**src/rtl/spram_weight_reader.sv**
```systemverilog
// Burst reader: streams len words from a single-port RAM into a credit-limited output FIFO.
// Optional macro SPRAM_RD_WRAP_EN: addresses wrap modulo DEPTH instead of rejecting overruns.
module spram_weight_reader #(
    parameter int DW     = 64,
    parameter int AW     = 8,
    parameter int DEPTH  = 256,
    parameter int RD_LAT = 1
) (
    input  logic          clk,
    input  logic          rstn,
    input  logic          start,
    input  logic [AW-1:0] base,
    input  logic [AW:0]   len,
    output logic          busy,
    output logic          done,
    output logic          err,
    output logic          mem_cs,
    output logic          mem_we,
    output logic [AW-1:0] mem_addr,
    input  logic [DW-1:0] mem_rdata,
    output logic          m_valid,
    input  logic          m_ready,
    output logic [DW-1:0] m_data
);
    localparam int FD = RD_LAT + 2;
    localparam int PW = (FD > 1) ? $clog2(FD) : 1;
    localparam int CW = $clog2(FD + 1);
    localparam logic [AW:0] DEPTH_W = (AW+1)'(DEPTH);
    localparam logic [CW:0] FD_W    = (CW+1)'(FD);

    typedef enum logic [1:0] {IDLE, READ, DRAIN, DONE} state_t;
    state_t state, state_nx;

    logic [AW:0]       remain;
    logic [RD_LAT-1:0] tags;
    logic [CW-1:0]     count;
    logic [CW-1:0]     inflight;
    logic [PW-1:0]     rd_ptr;
    logic [PW-1:0]     wr_ptr;
    logic [DW-1:0]     fifo [FD];

    logic [AW:0] len_eff;
    logic [CW:0] occ;
    logic        overrun;
    logic        issue;
    logic        last_issue;
    logic        push;
    logic        pop;

    function automatic logic [AW-1:0] addr_inc(input logic [AW-1:0] a);
`ifdef SPRAM_RD_WRAP_EN
        return (a == AW'(DEPTH - 1)) ? '0 : a + 1'b1;
`else
        return a + 1'b1;
`endif
    endfunction

    function automatic logic [PW-1:0] ptr_inc(input logic [PW-1:0] p);
        return (p == PW'(FD - 1)) ? '0 : p + 1'b1;
    endfunction

    assign len_eff = (len > DEPTH_W) ? DEPTH_W : len;

`ifdef SPRAM_RD_WRAP_EN
    assign overrun = 1'b0;
`else
    logic [AW+1:0] end_addr;
    assign end_addr = (AW+2)'(base) + (AW+2)'(len_eff);
    assign overrun  = end_addr > (AW+2)'(DEPTH);
`endif

    // Credit: FIFO words plus reads still in the RAM pipeline never exceed the FIFO depth.
    assign inflight   = CW'($countones(tags));
    assign occ        = {1'b0, count} + {1'b0, inflight};
    assign issue      = (state == READ) && (remain != '0) && (occ < FD_W);
    assign last_issue = issue && (remain == (AW+1)'(1));
    assign push       = tags[RD_LAT-1];
    assign pop        = m_valid && m_ready;

    assign m_valid = (count != '0);
    assign m_data  = fifo[rd_ptr];
    assign mem_we  = 1'b0;

    always_comb begin
        state_nx = state;
        busy     = 1'b0;
        mem_cs   = 1'b0;
        done     = 1'b0;
        case (state)
            IDLE: begin
                if (start) state_nx = ((len_eff == '0) || overrun) ? DONE : READ;
            end
            READ: begin
                busy   = 1'b1;
                mem_cs = 1'b1;
                if (last_issue) state_nx = DRAIN;
            end
            DRAIN: begin
                busy   = 1'b1;
                mem_cs = 1'b1;
                if ((count == '0) && (tags == '0)) state_nx = DONE;
            end
            DONE: begin
                done     = 1'b1;
                state_nx = IDLE;
            end
            default: state_nx = IDLE;
        endcase
    end

    always_ff @(posedge clk or negedge rstn) begin
        if (!rstn) begin
            state    <= IDLE;
            remain   <= '0;
            mem_addr <= '0;
            err      <= 1'b0;
            tags     <= '0;
            count    <= '0;
            rd_ptr   <= '0;
            wr_ptr   <= '0;
            for (int i = 0; i < FD; i++) fifo[i] <= '0;
        end else begin
            state <= state_nx;
            if ((state == IDLE) && start) begin
                mem_addr <= base;
                remain   <= len_eff;
                err      <= overrun;
            end else if (issue) begin
                mem_addr <= addr_inc(mem_addr);
                remain   <= remain - 1'b1;
            end
            // Tag reaches the top bit exactly when the RAM presents that read's data.
            tags <= (tags << 1) | RD_LAT'(issue);
            if (push) begin
                fifo[wr_ptr] <= mem_rdata;
                wr_ptr       <= ptr_inc(wr_ptr);
            end
            if (pop) rd_ptr <= ptr_inc(rd_ptr);
            count <= count + CW'(push) - CW'(pop);
        end
    end
endmodule

```
**config.mk**
```make
export PLATFORM = sky130hd
export DESIGN_NAME = spram_weight_reader
export DESIGN_NICKNAME = d
export VERILOG_FILES = /design/src/rtl/spram_weight_reader.sv
export SDC_FILE = /design/constraint.sdc
export NUM_CORES = 1
export LEC_CHECK = 0
export BUFFER_PORTS_ARGS = -buffer_cell sky130_fd_sc_hd__buf_4
export CAP_MARGIN = 20
export CORE_MARGIN = 1
export CORE_UTILIZATION = 52
export DETAILED_ROUTE_END_ITERATION = 8
export PLACE_DENSITY = 0.76
export SLEW_MARGIN = 20
export SYNTH_ARGS = -nofsm -noshare
export SYNTH_HDL_FRONTEND = slang
export SYNTH_SLANG_ARGS = --single-unit
```
**constraint.sdc**
```tcl
create_clock -name clk -period 2.1 [get_ports clk]
set_clock_uncertainty 0.2 [all_clocks]
set_input_delay 0.105 -clock clk [delete_from_list [all_inputs] [get_ports clk]]
set_output_delay 0.105 -clock clk [all_outputs]
set_load 0.005 [all_outputs]
```
==> impl.org, run 1 <==
** Synth
- Netlist area before placement :: 10450 µm²
- Register area share after synthesis :: approximately 52%
- Syn Nets :: 972
- The largest total area in the synthesized netlist belongs to dfrtp_1.
- Number of library cell types mapped by synthesis :: 55
- Most common flop cell mapped by yosys :: dfrtp_1
- Mean post-synth cell area :: 12.06 µm²
- Area contributors post-synth :: dfrtp_1 52%, mux2_2 14%, mux2_1 6.5%
- For this run, asynchronously set or reset flops after synthesis account for 100.0%.
- Number of flops mapped to enable cells by yosys :: 0
- Number of instances in the synthesized netlist :: a little under 900
- Number of warnings reported in the yosys synthesis log :: 0
- The synthesized design devotes to its leading area cell type ~52% of total area.
- Counting flops and latches in the post-synthesis netlist gives roughly 220.

** Routing
- In the routed design, unresolved DRC markers number 0.
- Total via count in the routed design :: between 8000 and 9000
- Length of the first detailed-routing pass in iterations :: 4
- The routed design has 28.87 mm of wire.
- Using the TritonRoute via totals, the vias-per-cell ratio works out to 5.569.
- First-iteration detailed-routing DRC count :: between 300 and 400
- Remaining antenna violation count after routing :: 0
- In the final routed layout, each cell accounts on average for between 15 and 20 µm.

** Global route
- In the global route stage, overall resource usage came out at between 20% and 30%.
- Initial antenna violation count :: 0
- Entering global routing, the biggest net connects 63 pins.
- The via count of the first global-routing pass was 8075.
- Sum of overflow across all layers after global routing :: 0
- Wire length of the first global-routing pass :: 40.44 mm

** Layout
- Post-route cell area :: 15430 µm²
- Leaving out fill and tap cells, the most frequent cell in the layout is dfrtp_1.
- For this run, the share of the core covered by cells in the final layout is just under 80%.
- Relative area change from synthesis to final layout :: 47.74%
- The repair_antennas step left the layout with diodes totalling 0.
- Leaving out filler cells and counting taps, the final layout contains 1458.
- Top library cells by usage in the layout, fill and taps aside :: 217 x dfrtp_1, 194 x buf_4, 132 x mux2_2, 93 x dlygate4sd3_1, 60 x mux2_1
- At the end of the flow, the number of nets in the layout was roughly 1300.
- In the final layout, the share of cells above drive strength 1 is 47.44%.

** Setup path
- Of all nets on the critical path, the largest fanout is 7.
- Bufs and invs on worst path :: 3
- At the worst endpoint, the arrival time is ~1.9 ns.
- Category of the critical setup timing path :: register to output pin
- Cell count of the worst reg-to-reg path :: 10
- The worst setup path is launched from a register.
- Total number of cells along the worst setup path :: 6
- Among all stages on the critical path, the largest delay is contributed by dfrtp_4.
- In this design, the stage delay of the slowest critical-path cell is 0.53 ns.
- Worst EP required :: 1.79 ns
- Cell chain of the critical path :: nor2b_4 -> buf_12 -> clkbuf_16 -> nand2_4 -> o21ai_4 -> buf_6
- The worst setup path is captured at an output pin.
- Cell family with the largest share of critical-path delay :: flip-flops

** STA
- Setup violations remaining at the end of the flow were counted as 61.
- Hold violation total from the final report :: 0
- Peak Freq :: 0.4520 GHz
- The routed design could run at a clock period as short as 2.212 ns.
- Slew headroom :: 64.41%
- Summed over all failing endpoints, the final setup total negative slack is -3.715 ns.
- For the pin with the worst max-slew slack, the measured transition is about 0.53 ns.
- The number of max-slew violations in the final report came to 0.
- Setup repair after global routing could not meet its margin everywhere.
- Worst Setup Slack, final :: -0.1123 ns
- On the final layout, the worst hold slack is 0.1197 ns.
- After layout, the worst path uses 105.3% of the clock period.

** Status
- The run finished, with violations left.
- The final reports fail on setup timing.

** Worst hold path
- Counting instances, the worst hold path has a depth of 6.
- The min-delay analysis places its worst path in the category input port to register.

** Power
- Worst supply voltage drop on vdd :: 0.0009259 V
- For this design the ratio of total power to cell area is ~1500 nW/µm².
- Leakage power :: around 7.0 nW
- Power, Total :: 23.33 mW

** Place
- Final estimated routing congestion in global placement :: 0.8495
- Buffers placed on the I/O ports in this run total approximately 160.
- The placed instances occupy a cell area of 12340 µm².
- Including well taps, the total number of placed cells is 1289.
- Post-Place Setup Slack :: -0.1850 ns
- HPWL Detailed :: 15.16 mm

** CTS
- Clock tree synthesis inserted a total of 24 buffers.
- H-tree depth :: 1
- Max clock buf depth :: 3
- Clock tree from TritonCTS :: built
- Counting every sink on the clock net gives approximately 220.
- Clock transition at the registers of the reported paths :: 0.06 ns
- Root Driver :: clkbuf_16
- Clock insertion delay at the later pin of the skew report :: between 0.5 and 0.6 ns

** Die
- Once the floorplan was initialized, standard cells occupied 53.32% of the core.
- The die is 143.7 µm wide.
- The floorplan has 51 rows.
- The die is 143.7 µm tall.
- The total area inside the core boundary comes to just under 20000 µm².
- The die covers 20660 µm².
- During I/O placement, the number of pins put on the boundary was 163.

** Job
- Max-cap violations in this run came to 0.
==> repair_timing <==
action / CTS / global route
pin swaps: 0 / 66
hold buffers: 94 / 1
gates resized for setup: 73 / 199
cloned: 3 / 12
hold endpoints to repair: 433 / 1
setup endpoints to repair: 33 / 83
buffers inserted: 4 / 14
==> worst register-to-register path: stages (launching register included) <==
cell and delay [ns]:
dfrtp_1 0.38, ha_2 0.20, ha_4 0.15, nand2b_4 0.14, a21oi_4 0.12, nand2_2 0.09, inv_4 0.08, nand4_1 0.12
or3_1 0.34, xor2_1 0.18, o21ai_1 0.08
==> cell families after synthesis <==
| logic type | synth area share, % |
|---|---|
| fa+ha+maj | 2.587 |
| flops | 52.46 |
| buf+inv | 2.947 |
| compound gates | 6.624 |
| simple gates | 7.079 |
| xor+xnor | 1.342 |
| mux | 26.93 |
| other cells | 0.03590 |
==> per-layer routing <==
| metal | vias to the layer above | wire length (µm) | share of wire [%] | global-route usage (%) |
|---|---|---|---|---|
| li1 | 3682 | - | - | - |
| met1 | 4152 | 12200 | 42 | 31.16 |
| met2 | 226 | 14820 | 51 | 44.97 |
| met3 | 60 | 1125 | 3.9 | 3.765 |
| met4 | 0 | 725 | 2.5 | 6.159 |
| met5 | - | 0 | 0 | 0 |
==> state kept, by name, indices dropped and copies added (netlist names) <==
signal	flops
wr_ptr	2
state	2
count	2
err	1
push	1
rd_ptr	2
remain	9
mem_addr	8
fifo	192
==> power by group <==
| part | switching (mW) | internal, mW |
|---|---|---|
| logic | 4.79 | 6.22 |
| registers | 1.57 | 6.39 |
| clock network | 1.69 | 2.67 |
==> final timing paths <==
path / from / to / slack, ns
min in group asynchronous: rstn / fifo[157] / 0.49
worst min-delay path: len[0] / state[1] / 0.12
worst max-delay path: rd_ptr[0] / m_data[23] / -0.11
worst max register to register: push / remain[7] / -0.09
worst min register to register: fifo[33] / fifo[33] / 0.29
max in group asynchronous: rstn / remain[8] / 0.53
==> layout make-up <==
cell class	count	area (µm²)
Sequential cell	219	5485
Multi-Input combinational cell	577	5445
Fill cell	1129	4156
Timing Repair Buffer	334	3269
Clock buffer	37	740.7
Tap cell	265	331.6
Clock inverter	7	87.58
Inverter	19	73.82
==> synth_stat cells (2+ instances only) <==
cell,count
nand2b_1,4
a21o_1,3
mux2_1,60
or3_1,2
nor2b_1,9
nor4_1,2
mux2_2,132
nor3_1,10
inv_2,2
o21bai_1,2
a31oi_1,3
nand3_1,8
o21ai_1,10
buf_1,2
nor2_1,10
xor2_1,7
nand4_1,3
o21ai_0,82
mux2i_1,65
nand2_1,100
ha_1,20
inv_1,17
o22ai_1,2
a21oi_1,7
xnor2_1,9
clkbuf_1,22
a22oi_1,2
buf_2,24
buf_4,2
o21a_1,2
dfrtp_1,219
(Power assumes the default switching activity.)
==> inputs of run 2 (changes only) <==
- CELL_PAD_IN_SITES_DETAIL_PLACEMENT: not set -> 1
- CELL_PAD_IN_SITES_GLOBAL_PLACEMENT: not set -> 2
- CORE_UTILIZATION: 52 -> 34
- PLACE_DENSITY: 0.76 -> 0.74
==> impl.org, run 2 (synthesized netlist as in run 1, its figures left out) <==
** Place
- Counting tap cells, the placed design contains a total of around 1400 instances.
- Final estimated routing congestion in global placement :: 0.7803
- Input and output buffers added on the ports amount to 161.
- HPWL Detailed :: 17.82 mm
- At the placement stage, the worst setup path has a slack of -0.2925 ns.

** Layout
- The register with the most flip-flops in the layout has approximately 190 of them.
- Share of layout cells above drive strength 1 :: 39.31%
- Leading registers by flop count :: fifo: 192 flops, remain: 9 flops, mem_addr: 8 flops
- The finished layout holds 1573 standard cells, fillers aside.
- Most common cell after layout, fill and taps aside :: dfrtp_1
- Antenna diodes :: 0
- Fill cells in the final layout number 3183.
- Number of nets in the finished design :: 1271
- Top library cells by usage in the layout, fill and taps aside :: 216 x dfrtp_1, 205 x buf_4, 132 x mux2_2, 93 x nand2_1, 90 x dlygate4sd3_1
- Register bank with the most flops :: fifo
- Compared with the post-synthesis result, the final layout area differs by 41.12%.

** STA
- RSZ-0062 raised after global routing :: true
- Setup violations remaining at the end of the flow were counted as 39.
- The worst path uses 104.0% of the clock period.
- Setup slack on the critical path of the routed design comes to -0.08452 ns.
- For the pin with the worst max-slew slack, the measured transition is 0.5265 ns.
- Final critical path time including I/O delays and setup :: roughly 2.2 ns
- Setup TNS :: -1.753 ns
- Slew headroom :: 64.90%
- Worst Hold Margin :: -0.008652 ns
- The number of max-slew violations in the final report was 0.
- Hold violation total from the final report :: 1
- Peak Freq :: 0.4578 GHz

** CTS
- Max clock buf depth :: 3
- H-tree depth :: 1
- Root Driver :: clkbuf_16
- Clock transition at the registers of the reported paths :: ~0.06 ns
- CTS Buf Count :: 27
- Clock insertion delay at the later pin of the skew report :: 0.52 ns
- Clock tree from TritonCTS :: built
- Sinks on Clock Net :: 219

** Setup path
- Grouping stages by cell kind, the critical path spends the most delay in simple AND/OR/NAND/NOR gates.
- Element type at the critical path start :: register
- Endpoint arrival time on the critical path :: 2.43 ns
- STA classifies the critical path endpoint as a register.
- The critical path is of the register to register type.
- The signal on the critical path passes through ha_2 -> ha_4 -> nand2b_4 -> a21oi_4 -> nand2_2 -> inv_4 -> nand4_1 -> or3_4 -> xor2_1 -> o21ai_1.
- CP max-delay cell :: dfrtp_1
- Worst-path maximum fanout :: 3
- Worst EP required :: 2.35 ns
- Counting both buffers and inverters, the worst setup path holds a total of 1.
- Worst path max stage delay :: 0.39 ns

** Die
- Initial cell density of the core :: 34.87%
- The floorplan step defined a die boundary enclosing roughly 31000 µm².
- The initialized floorplan defines 63 standard-cell rows.
- Core box area :: between 20000 and 30000 µm²
- Height of the chip :: about 180 µm
- Number of primary I/O pins :: roughly 160
- The die is 177.3 µm wide.

** Power
- Power, Total :: 21.51 mW
- Worst supply voltage drop on vdd :: 0.0006044 V
- Ratio of total power to cell area :: ~1500 nW/µm²
- For this design the static power due to leakage is between 6 and 7 nW.

** Status
- The checks that failed: hold timing, setup timing.
- Outcome :: finished, violations left

** Routing
- Summing over every cut layer, the via total after detailed routing is 7794.
- After detailed routing, the number of remaining DRC violations is 0.
- Remaining antenna violation count after routing :: 0
- DRT Wirelength :: between 20 and 30 mm
- The first TritonRoute pass finished after 4 iterations.
- Dividing the detail-routed via count by the number of cells gives between 4 and 5.
- In the final routed layout, each cell accounts on average for 18.08 µm.
- First-iteration detailed-routing DRC count :: 241

** Worst hold path
- The tightest min-delay check is of the input port to register type.

** Global route
- The via count of the first global-routing pass was 8382.
- Total global-route track usage :: 18.24%
- Largest net degree at the start of global routing :: 68
- Initial antenna violation count :: 0
- Sum of overflow across all layers after global routing :: 0
- The first global-routing pass estimated about 45 mm of wire.

** Job
- Max-Cap Viols :: 0
run 2: changes by cell type in the layout (fill, tap and decap cells not counted), sizes merged:
cell	before	now
clkinvlp	1	0
dlymetal6s4s	2	1
clkinv	4	5
clkbuf	47	43
inv	19	20
bufinv	2	0
buf	229	228
dlygate4sd3	93	90
run 2: timing repair:
item,4_1_cts,5_1_grt
setup buffers,5,7
hold buffers,93,0
hold endpoints to repair,435,0
resized for setup,14,112
pin swaps,5,17
gates cloned,1,1
setup endpoints to repair,66,79
run 2: layout make-up:
cell class                      count  area (µm²)  area share [%]
Inverter                           19       73.82          0.5008
Tap cell                          390       488.0           3.310
Multi-Input combinational cell    577        4957           33.63
Clock buffer                       41       778.2           5.279
Sequential cell                   219        5487           37.22
Timing Repair Buffer              321        2924           19.84
Clock inverter                      6       33.78          0.2292
run 2: worst paths after layout:
path                           from          end  slack [ns]  cells after the start
max reg2reg                count[0]    remain[7]       -0.08                     10
max in group asynchronous      rstn    fifo[169]        0.58                      4
min in group asynchronous      rstn  mem_addr[4]        0.47                      3
max                        count[0]    remain[7]       -0.08                     10
min reg2reg                fifo[14]     fifo[14]        0.29                      1
min                          len[3]     state[1]      -0.009                      4
run 2: layer usage:
layer	vias up	routed length [µm]	GRT usage, %
met5	-	0	0
met2	132	13750	30.58
met3	39	1075	2.771
li1	3653	-	-
met1	3970	13110	24.71
met4	0	509	4.167
run 2: through the flow:
step	area [µm²]	util, %
after detailed placement	12630	42.18
after CTS	14470	48.30
after global placement	12630	42.18
after global routing	14740	49.21
after floorplan	10490	-
final	14740	49.21
run 2: report_power, final:
| part | internal, mW | total (mW) | switching [mW] |
|---|---|---|---|
| Combinational | 5.42 | 9.57 | 4.15 |
| Sequential | 6.39 | 7.66 | 1.26 |
| Clock | 2.53 | 4.28 | 1.75 |
| Total | 14.3 | 21.5 | 7.17 |
run 2: worst register-to-register path, cell delays in order (launching register included):
cell	delay, ns
dfrtp_1	0.39
ha_2	0.20
ha_4	0.15
nand2b_4	0.14
a21oi_4	0.12
nand2_2	0.09
inv_4	0.07
nand4_1	0.10
or3_4	0.39
xor2_1	0.15
o21ai_1	0.11
==> inputs of run 3 (changes only) <==
- CAP_MARGIN: 20 -> not set
- CORE_ASPECT_RATIO: not set -> 1.5
- CORE_UTILIZATION: 34 -> 25
- PLACE_DENSITY: 0.74 -> 0.58
==> impl.org, run 3 (synthesized netlist as in run 1, its figures left out) <==
** Setup path
- Worst-path maximum fanout :: 3
- Element type at the critical path start :: register
- Category of the critical setup timing path :: register to register
- Cell chain of the critical path :: ha_2 -> ha_4 -> nand2b_4 -> a21oi_4 -> nand2_2 -> inv_4 -> nand4_1 -> or3_1 -> xor2_1 -> o21ai_1
- Bufs and invs on worst path :: 1
- Broken down by cell family, the worst path's largest delay share belongs to simple AND/OR/NAND/NOR gates.
- At the worst endpoint, the required time is 2.35 ns.
- Worst path max stage delay :: 0.39 ns
- CP max-delay cell :: dfrtp_1
- Data on the critical path arrives at its endpoint at 2.43 ns.
- Critical path endpoint category :: register

** STA
- Final critical path time including I/O delays and setup :: 2.184 ns
- Worst Setup Slack, final :: -0.08357 ns
- For this run, the top clock speed supported by timing is 0.4580 GHz.
- At the pin with the least slew margin, the transition time is 0.5116 ns.
- Hold violation total from the final report :: 1
- Setup Viol. Count Final :: 59
- Final worst path period share :: 104.0%
- Worst Hold Margin :: -0.04163 ns
- Headroom to the max-slew limit came out at 65.89%.
- The number of max-slew violations in the final report was 0.
- Setup repair after global routing could not meet its margin everywhere.

** CTS
- In this run the number of H-tree levels came out at 1.
- Sinks on Clock Net :: 219
- Max clock buf depth :: 3
- After clock tree synthesis, the clock-pin slew on the worst setup and hold paths is 0.06 ns.
- Clock insertion delay at the later pin of the skew report :: 0.52 ns
- TritonCTS built the clock tree.
- CTS placed an instance of clkbuf_16 at the clock tree root.
- CTS Buf Count :: 24

** Job
- Max-cap violations in this run came to 0.

** Layout
- Post-route cell area :: 15610 µm²
- The library cell used most frequently in the layout, excluding fill and tap cells, is dfrtp_1.
- fifo holds more flip-flops than any other register.
- Top library cells by usage in the layout, fill and taps aside :: 217 x dfrtp_1, 213 x buf_4, 132 x mux2_2, 92 x dlygate4sd3_1, 80 x nand2_1
- Final design utilization :: 37.86%
- Relative area change from synthesis to final layout :: 49.39%
- Leading registers by flop count :: fifo: 192 flops, remain: 9 flops, mem_addr: 8 flops
- The number of antenna diodes in the final layout is 0.
- The register with the most flip-flops in the layout has 192 of them.
- Number of nets in the finished design :: roughly 1300
- The layout has 4501 filler cells.
- In the final layout, the share of cells above drive strength 1 is ~44%.

** Routing
- DR WL/cell :: 18.69 µm
- In the routed layout, each cell is associated on average with a via count of between 4 and 5.
- The first TritonRoute pass finished after 4 iterations.
- First-iteration detailed-routing DRC count :: between 200 and 250
- Post-detailed-route DRC marker count :: 0
- DRT Wirelength :: 32.99 mm
- The routed layout has 7926 vias.
- In this run the remaining antenna-violating nets after routing total 0.

** Global route
- Total global-route track usage :: 15.24%
- The via count of the first global-routing pass was 8808.
- Initial antenna violation count :: 0
- Entering global routing, the biggest net connects 56 pins.
- Sum of overflow across all layers after global routing :: 0
- The first global-routing pass estimated 50.24 mm of wire.

** Status
- Outcome :: finished, violations left
- Failing checks :: hold timing, setup timing

** Die
- Measured along the y axis, the die boundary spans 252.4 µm.
- Once the floorplan was initialized, standard cells occupied 25.34% of the core.
- Row Count :: 91
- Number of primary I/O pins :: approximately 160
- Total Die Area :: 42620 µm²
- The floorplan step set the die width to 168.9 µm.
- Core box area :: 41220 µm²

** Power
- For this design the ratio of total power to cell area is 1465 nW/µm².
- The worst-case IR drop observed on VDD is 0.0006571 V.
- Leakage power :: 6.790 nW
- Overall power consumption after layout is estimated at 22.87 mW.

** Place
- Area after DPL :: 12840 µm²
- HPWL Detailed :: 20.41 mm
- Total of buffers placed on input and output ports :: 161
- Routability-driven placement finished with a final weighted congestion of between 0.7 and 0.8.

** Worst hold path
- Worst min-delay path category :: input port to register
==> run 3: changes by cell type in the layout (fill, tap and decap cells not counted), sizes merged <==
cell | before | now
bufinv | 0 | 3
dlygate4sd3 | 90 | 92
clkbuf | 43 | 42
clkinv | 5 | 2
clkinvlp | 0 | 1
dlymetal6s4s | 1 | 3
buf | 228 | 248
==> run 3: through the flow <==
stage	instances	hold WS, ns	setup TNS (ns)	setup WS [ns]
after floorplan	866	-0.3906	-0.1182	-0.04935
after global placement	1596	-0.1206	-0.3995	-0.1959
after detailed placement	1596	-0.1164	-0.6698	-0.2215
after CTS	1751	0.001529	-6.403	-0.1324
after global routing	1765	0.01844	-8.308	-0.1570
final	1765	-0.04163	-2.203	-0.08357
==> run 3: worst paths after layout <==
kind	startpoint	to	slack, ns	cells past startpoint
min in group asynchronous	rstn	fifo[167]	0.46	3
setup reg to reg	push	remain[7]	-0.08	10
hold / removal	len[5]	state[1]	-0.04	4
hold reg to reg	fifo[7]	fifo[7]	0.29	1
setup / recovery	push	remain[7]	-0.08	10
max in group asynchronous	rstn	fifo[17]	0.62	4
==> run 3: repair_timing <==
action,4_1_cts,5_1_grt
setup endpoints to repair,70,81
hold endpoints to repair,435,1
buffers inserted,13,9
pin swaps,6,29
hold buffers,95,1
gates resized for setup,73,104
gates cloned,5,9
==> run 3: metal layers <==
metal	global-route usage, %	vias to the layer above	part of all wire (%)
met3	2.208	38	3.6
met2	30.61	127	57
met5	0	-	0
met1	16.34	4062	38
met4	3.532	0	2.0
li1	-	3699	-
==> run 3: area by class of cell <==
cell class                      count  area (µm²)  share of cell area (%)
Timing Repair Buffer              350        3393                   21.74
Tap cell                          558       698.2                   4.474
Inverter                           19       73.82                  0.4730
Sequential cell                   219        5485                   35.15
Clock inverter                      7       116.4                  0.7456
Clock buffer                       35       693.2                   4.442
Multi-Input combinational cell    577        5146                   32.98
==> run 3: worst min-delay path: stages <==
cell and delay [ns]:
buf_4 0.12, nor2_1 0.10, a31oi_1 0.15, a31oi_1 0.16
==> run 3: power by group <==
group	leakage (nW)	switching (mW)	internal, mW
Clock	0.393	1.75	2.65
Combinational	3.82	4.64	6.11
Sequential	2.58	1.33	6.39
Total	6.79	7.71	15.2
